## src/rtl/reset_seq_pkg.sv

```systemverilog
// Shared state encoding and cause-vector layout for reset_sequencer.
package reset_seq_pkg;

   typedef enum logic [1:0] {
      ST_IDLE  = 2'd0,
      ST_PULSE = 2'd1,
      ST_HOLD  = 2'd2
   } seq_state_t;

   localparam int DEF_NUM_SRC = 4;
   localparam int CAUSE_W     = DEF_NUM_SRC + 2;

   // Cause layout: sources in the low bits, then power-on, then watchdog.
   function automatic int cause_w(input int num_src);
      return num_src + 2;
   endfunction

   function automatic int cause_por(input int num_src);
      return num_src;
   endfunction

   function automatic int cause_wdog(input int num_src);
      return num_src + 1;
   endfunction

endpackage

```

## src/rtl/reset_seq_delay_line.sv

```systemverilog
// seq_delay_line: DEPTH-deep shift register, asynchronously preset to 1;
// a depth of 0 is a plain wire. any_set reports whether any stage is high.
module seq_delay_line #(
   parameter int DEPTH = 4
) (
   input  logic clk,
   input  logic reset_n,
   input  logic d,
   output logic q,
   output logic any_set
);

   generate
      if (DEPTH == 0) begin : g_pass
         assign q       = d;
         assign any_set = 1'b0;
      end else begin : g_shift
         logic [DEPTH-1:0] r_stage;

         if (DEPTH == 1) begin : g_one
            always_ff @(posedge clk or negedge reset_n) begin
               if (!reset_n) r_stage <= '1;
               else          r_stage <= d;
            end
         end else begin : g_many
            always_ff @(posedge clk or negedge reset_n) begin
               if (!reset_n) r_stage <= '1;
               else          r_stage <= {r_stage[DEPTH-2:0], d};
            end
         end

         assign q       = r_stage[DEPTH-1];
         assign any_set = |r_stage;
      end
   endgenerate

endmodule

```

## src/rtl/reset_sequencer.sv

```systemverilog
// Merges NUM_SRC asynchronous reset requests into one stretched, delayed
// machine reset with sticky cause bits. Optional watchdog: RESET_SEQ_WATCHDOG_EN.
module reset_sequencer
   import reset_seq_pkg::*;
#(
   parameter int NUM_SRC      = DEF_NUM_SRC,
   parameter int PULSE_CYCLES = 16,
   parameter int DELAY_CYCLES = 4,
   parameter int SYNC_STAGES  = 2,
   parameter int WDOG_CYCLES  = 50000000
) (
   input  logic                 clk,
   input  logic                 reset_n,
   input  logic [NUM_SRC-1:0]   src_in,
   input  logic [NUM_SRC-1:0]   src_mask,
   input  logic [NUM_SRC-1:0]   src_level,
   input  logic                 cause_clr,
   input  logic                 wdog_kick,
   output logic                 sys_reset_pre,
   output logic                 sys_reset_out,
   output logic                 busy,
   output logic [NUM_SRC+1:0]   cause
);

   localparam int CW     = cause_w(NUM_SRC);
   localparam int POR_I  = cause_por(NUM_SRC);
   localparam int WDOG_I = cause_wdog(NUM_SRC);
   localparam int CNT_W  = (PULSE_CYCLES > 1) ? $clog2(PULSE_CYCLES) : 1;
   localparam logic [CNT_W-1:0] CNT_LOAD = CNT_W'(PULSE_CYCLES - 1);

   seq_state_t        r_state, w_state_nxt;
   logic [CNT_W-1:0]  r_cnt, w_cnt_nxt;
   logic [CW-1:0]     r_cause, w_set;
   logic [NUM_SRC-1:0] w_sy, r_prev, w_trig;
   logic              w_act, w_lvl, w_wdog_fire, w_dl_any;

   genvar gi;
   generate
      for (gi = 0; gi < NUM_SRC; gi++) begin : g_sync
         logic [SYNC_STAGES-1:0] r_sync;
         always_ff @(posedge clk or negedge reset_n) begin
            if (!reset_n) r_sync <= '0;
            else          r_sync <= {r_sync[SYNC_STAGES-2:0], src_in[gi]};
         end
         assign w_sy[gi] = r_sync[SYNC_STAGES-1];
      end
   endgenerate

   always_ff @(posedge clk or negedge reset_n) begin
      if (!reset_n) r_prev <= '0;
      else          r_prev <= w_sy;
   end

   // Level sources trigger on the synchronised level, edge sources on a rise.
   assign w_trig = ~src_mask & ((src_level & w_sy) | (~src_level & w_sy & ~r_prev));
   assign w_act  = |w_trig;
   assign w_lvl  = |(~src_mask & src_level & w_sy);

`ifdef RESET_SEQ_WATCHDOG_EN
   localparam int WD_W = (WDOG_CYCLES > 1) ? $clog2(WDOG_CYCLES) : 1;
   localparam logic [WD_W-1:0] WD_LOAD = WD_W'(WDOG_CYCLES - 1);
   logic [WD_W-1:0] r_wdog;

   // Held at the reload value outside IDLE, so every IDLE entry starts fresh.
   always_ff @(posedge clk or negedge reset_n) begin
      if (!reset_n)                              r_wdog <= WD_LOAD;
      else if (r_state != ST_IDLE || wdog_kick)  r_wdog <= WD_LOAD;
      else if (r_wdog != '0)                     r_wdog <= r_wdog - 1'b1;
   end

   assign w_wdog_fire = (r_state == ST_IDLE) && !wdog_kick && (r_wdog == '0);
`else
   logic w_unused_wdog;
   assign w_unused_wdog = wdog_kick & (WDOG_CYCLES > 0);
   assign w_wdog_fire   = 1'b0;
`endif

   always_ff @(posedge clk or negedge reset_n) begin
      if (!reset_n) begin
         r_state <= ST_PULSE;
         r_cnt   <= CNT_LOAD;
      end else begin
         r_state <= w_state_nxt;
         r_cnt   <= w_cnt_nxt;
      end
   end

   always_comb begin
      w_state_nxt = r_state;
      w_cnt_nxt   = r_cnt;
      case (r_state)
         ST_IDLE: begin
            if (w_act || w_wdog_fire) begin
               w_state_nxt = ST_PULSE;
               w_cnt_nxt   = CNT_LOAD;
            end
         end
         ST_PULSE: begin
            // A trigger on the terminal count reloads rather than exits.
            if (w_act) begin
               w_cnt_nxt = CNT_LOAD;
            end else if (r_cnt == '0) begin
               w_state_nxt = w_lvl ? ST_HOLD : ST_IDLE;
            end else begin
               w_cnt_nxt = r_cnt - 1'b1;
            end
         end
         ST_HOLD: begin
            if (!w_lvl) begin
               w_state_nxt = ST_PULSE;
               w_cnt_nxt   = CNT_LOAD;
            end
         end
         default: begin
            w_state_nxt = ST_PULSE;
            w_cnt_nxt   = CNT_LOAD;
         end
      endcase
   end

   always_comb begin
      sys_reset_pre = (r_state != ST_IDLE);
      busy          = sys_reset_pre | w_dl_any;
   end

   seq_delay_line #(.DEPTH(DELAY_CYCLES)) u_delay (
      .clk     (clk),
      .reset_n (reset_n),
      .d       (sys_reset_pre),
      .q       (sys_reset_out),
      .any_set (w_dl_any)
   );

   always_comb begin
      w_set                = '0;
      w_set[NUM_SRC-1:0]   = w_trig;
      w_set[WDOG_I]        = w_wdog_fire;
   end

   // New cause bits win over a same-cycle clear.
   always_ff @(posedge clk or negedge reset_n) begin
      if (!reset_n) begin
         r_cause        <= '0;
         r_cause[POR_I] <= 1'b1;
      end else begin
         r_cause <= (cause_clr ? '0 : r_cause) | w_set;
      end
   end

   assign cause = r_cause;

endmodule
```

## config.mk

```make
export PLATFORM = sky130hd
export DESIGN_NAME = reset_sequencer
export DESIGN_NICKNAME = d
export VERILOG_FILES = /design/src/rtl/reset_seq_pkg.sv /design/src/rtl/reset_seq_delay_line.sv /design/src/rtl/reset_sequencer.sv
export SDC_FILE = /design/constraint.sdc
export NUM_CORES = 1
export LEC_CHECK = 0
export BUFFER_PORTS_ARGS = -buffer_cell sky130_fd_sc_hd__buf_2
export CAP_MARGIN = 20
export CORE_MARGIN = 3
export CORE_UTILIZATION = 54
export CTS_CLUSTER_DIAMETER = 150
export DETAILED_ROUTE_END_ITERATION = 16
export PLACE_DENSITY = 0.8
export SYNTH_ARGS = -nofsm -noshare
export SYNTH_HDL_FRONTEND = slang
export SYNTH_SLANG_ARGS = --single-unit
```

## constraint.sdc

```tcl
create_clock -name clk -period 2.6 [get_ports clk]
set_input_delay 0.52 -clock clk [delete_from_list [all_inputs] [get_ports clk]]
set_output_delay 0.52 -clock clk [all_outputs]
set_load 0.05 [all_outputs]
```

* Word level (Yosys, flattened, before mapping)
Cells that the tools add are included.
Storage, ports and cells: flip-flop bits (word level) 28, input bits 16
Operators by class: add/subtract/negate cells 1, equal/unequal tests 7, muxes and demuxes 12, bitwise operators 12, reduce and logical (&&, ||, !) cells 8
Operator list (number):
- $and 4x4->4 | 6
- $mux 4 | 4
- $not 4->4 | 3
- $pmux 4 s3 | 1
- $reduce_or 4->1 | 3
- $mux 2 | 5
- $ne 2x2->1 const B | 4
- $mux 6 | 1
- $or 6x4->6 | 1
- $pmux 2 s3 | 1
- $logic_not 4->1 | 1
- $or 4x4->4 | 1
- $reduce_and 4->1 | 1
- $sub 4x1->4 const B | 1
- $ne 3x3->1 const B | 1
- $reduce_and 3->1 | 1
- $eq 2x1->1 const B | 1
- $eq 2x2->1 const B | 1
- $logic_not 2->1 | 1
- $reduce_bool 2->1 | 1
- $or 1x1->1 | 1

* Depth between registers and ports, before layout
depth after elaboration 8, gate-level depth with buffers 6, mapped depth without buffers 6

* Modules after synthesis
From an unflattened synthesis, not the netlist that was laid out.
Second synthesis, totals: cell total of the unflattened synthesis 79, area total of the unflattened synthesis 1054.8 µm²
Modules (own cells, without submodules):
- reset_sequencer | instances 1, cells each 74, area an instance 942.2 µm², seq. area each 583.1 µm²
- seq_delay_line | instances 1, cells each 5, area an instance 112.6 µm², seq. area each 105.1 µm²

* Least setup slack after synthesis
No wires, ideal clock.
path kind in2reg, start point input port src_level[1], end point register r_cnt[3], arrival 1692 ps, slack 827 ps, stages 4, buffers on the path 0, cells stage by stage nand2b_4 a222oi_1 a31oi_1 o221a_1
Between the ends: longest elaborated chain between the ends 8, elaborated cells on any way between the ends 16, those cells by class eq/ne: 3; mux: 2; bitwise: 8; reduce/logical: 3
Ends and longest elaborated chain:
- from (decl) | RTL line reset_sequencer.sv:16 | input logic [NUM_SRC-1:0] src_level,
- $not 4->4 | RTL line reset_sequencer.sv:55 | assign w_trig = ~src_mask & ((src_level & w_sy) | (~src_level & w_sy & ~r_prev));
- $and 4x4->4 (2 in series) | RTL line reset_sequencer.sv:55
- $or 4x4->4 | RTL line reset_sequencer.sv:55
- $and 4x4->4 | RTL line reset_sequencer.sv:55
- $reduce_or 4->1 | RTL line reset_sequencer.sv:56 | assign w_act = |w_trig;
- $ne 3x3->1 (no line), or another cell as far along
- $reduce_and 3->1 (no line) or $pmux 4 s3 (tied branches)
- to (signal assigned) | RTL line reset_sequencer.sv:84 | r_cnt <= w_cnt_nxt;
- to (decl) | RTL line reset_sequencer.sv:32 | logic [CNT_W-1:0] r_cnt, w_cnt_nxt;
Parallel ways exist; a longest one is shown, timed or not. A chain may end at the register's enable or synchronous reset.

* Worst setup path in the final report
start point register r_state[0], end point output port sys_reset_pre
Between the ends: longest elaborated chain between the ends 1
Ends and longest elaborated chain:
- from (decl) | RTL line reset_sequencer.sv:31 | seq_state_t r_state, w_state_nxt;
- from (signal assigned) | RTL line reset_sequencer.sv:83 | r_state <= w_state_nxt;
- $reduce_bool 2->1 | RTL line reset_sequencer.sv:122 | sys_reset_pre = (r_state != ST_IDLE);
- to (decl) | RTL line reset_sequencer.sv:19 | output logic sys_reset_pre,
No other way between the ends.

==> impl_metrics.yaml <==
setup_path:
  crit_type: "reg2out"
  r2r_cells: 6
  crit_fanout: 4
  worstSetupStartpointType: "flop"
  cp-end-kind: "output pin"
  rrSetupSlack_ps: 1020
  cp.arrival_ps: 1270
  critPathRequiredTime_ps: 2080
yosys:
  syn-num-nets: 97
  yosysSeqAreaShare: 0.6548
  synth_warnings: 0
  avgSynthCellArea_sq_um: 13.30
  syn_inst: 79
  netlist_area_sq_mm: 0.001051
  ys_ff_latch: 27
  synth_top_cell_by_area: "dfrtp_1"
  netlist.area_leader.share: 0.4048
  synth.area.top_cells: "dfrtp_1, dfstp_2, nand3b_1"
  synthDistinctLibCells: 27
clock_network:
  clkLatencyLatePin_ps: 300
  htreeDepth: 1
  cts.sink_count: 27
  root_buffer: "clkbuf_4"
  cts_setup_buffers: 0
  path_clk_slew_ps: 130
  cts_hold_buf: 0
  cts_inserted_buffers: 3
  cts_resized: 0
  tritoncts: "done"
  clk_path_buf_depth: 2
finish:
  synthToLayoutAreaGrowth_pct: 16.07
  drive_gt1_frac: 0.3905
  layout.nets: 124
  multi_input_area_sq_um: 325.3
  seqCellArea_sq_um: 688.2
  fillers: 144
  antenna_cells: 0
outcome:
  status: "finished, final reports clean"
routing:
  vias_per_cell: 5.177
  wl_per_cell_microns: 12.58
  num_vias: 673
  firstDrtPassIters: 6
  ant_nets: 0
  wl_microns: 1635
  drcViolationCount: 0
  drtIter0Drc: 5
global_routing:
  grt_overflow: 0
  track_usage: 0.1514
  antenna_found_initial: 0
  grt_first_pass_wirelength_microns: 2829
  grt_max_degree: 28
  grt_pass1_vias: 669
timing:
  drv_slew: 0
  final-setup-viol-count: 0
  hold_violations: 0
  tightest_slew_ps: 542.1
  hold-worst-slack_ps: 175.4
  slew_headroom: 0.6386
  fmax_mhz: 558.3
  worst_slack_ps: 808.7
  fin_tns_setup_ps: 0
  skew_ps: 2.952
  timing.final.crit_share: 0.6889
  grt_setup_unrepaired: "false"
  min_period_ps: 1791
placed_design:
  gp_congestion: 0.7890
  portBuffers: 22
  dp_hpwl_microns: 1254
  pre_cts_ws_ps: 818.9
min_path:
  hold_class: "in2async"
floorplanning:
  fp.dieArea_sq_mm: 0.002512
  io_pins: 25
  core-area_sq_mm: 0.001783
  die_x_microns: 50.12
  initial_core_util: 0.5895
  std_cell_rows: 15
  die_h_microns: 50.12
flow_run:
  cap_violations: 0
power_and_ir_drop:
  ir_drop_mv: 0.5269
  power_density_mw_per_mm2: 585.6
  leakagePower_nw: 0.5643
cell usage after synthesis:
master	n
dfrtp_1	17
dfstp_2	10
inv_1	8
nand3b_1	6
nand2b_1	5
nor2b_1	5
a22o_1	3
nand4_1	3
ha_1	2
nor4_1	2
o21ai_0	2
a222oi_1	1
a22o_2	1
a22oi_1	1
a31oi_1	1
a41o_2	1
a41oi_1	1
and4b_2	1
buf_4	1
conb_1	1
mux2i_1	1
nand2_1	1
nand2b_4	1
nand3_1	1
nor2_1	1
o221a_1	1
o41ai_1	1
logic make-up after synthesis:
kind of cell	Yosys count	share of synthesized area
simple gates	26	0.1678
buf+inv	9	0.03572
fa+ha+maj	2	0.02381
mux	1	0.009524
flops	27	0.6548
other cells	1	0.003568
compound gates	13	0.1048
through the flow:
stage	cell area, sq um	power [mW]	util	std cells
detailed placement	1192	0.5565	0.6688	126
global route	1220	0.7563	0.6842	130
CTS	1220	0.7249	0.6842	130
global placement	1192	0.5527	0.6688	126
finish	1220	0.7144	0.6842	130
floorplan	1051	0.5213	-	79
cell usage in the layout (no fill, tap or decap), types with 2 or more instances in the layout:
cell,Yosys,layout
nand2b_1,5,5
ha_1,2,2
inv_1,8,8
a22o_1,3,3
o21ai_0,2,2
buf_2,0,22
nor4_1,2,2
nand3b_1,6,6
nand4_1,3,3
nor2b_1,5,5
dfrtp_1,17,17
clkbuf_4,0,3
dfstp_2,10,10
critical path, stage by stage (launching register included):
cell     delay, ps
dfstp_2        560
nor2_1          70
inv_1           80
buf_2          260
sequential cells by signal, summed over array words and instances, names as in the netlist:
| name | count |
|---|---|
| g_sync.r_sync | 8 |
| cause | 5 |
| r_cnt | 4 |
| r_prev | 4 |
| u_delay.g_shift.r_stage | 4 |
| r_state | 2 |
routing by layer:
metal  vias up  track usage  share of wire
met2        18       0.2522           0.48
met3         2      0.04230          0.060
met5         -            0              0
met4         0      0.05530          0.013
met1       320       0.1853           0.45
li1        333            -              -
final timing paths:
check                                                end                          start
max reg2reg                         r_cnt[1]$_DFFE_PN1P_           r_cnt[0]$_DFFE_PN1P_
min                                   cause[0]$_DFF_PN0_                        reset_n
max in group asynchronous           r_cnt[1]$_DFFE_PN1P_                        reset_n
min reg2reg                g_sync[0].r_sync[1]$_DFF_PN0_  g_sync[0].r_sync[0]$_DFF_PN0_
max                                        sys_reset_pre         r_state[0]$_DFFE_PN1P_
min in group clk           g_sync[2].r_sync[0]$_DFF_PN0_                      src_in[2]
layout make-up:
type | instances | area share
Inverter | 8 | 0.02462
Timing Repair Buffer | 23 | 0.09641
Sequential cell | 27 | 0.5641
Clock buffer | 3 | 0.01846
Multi-Input combinational cell | 43 | 0.2667
Clock inverter | 1 | 0.004103
Tap cell | 25 | 0.02564
report_power, final:
| group | total, mW | switching, mW | internal, mW |
|---|---|---|---|
| sequential | 0.457 | 0.0117 | 0.445 |
| combinational | 0.0909 | 0.0580 | 0.0328 |
| clock | 0.167 | 0.109 | 0.0573 |
| total | 0.714 | 0.179 | 0.535 |
(Power assumes the default switching activity.)
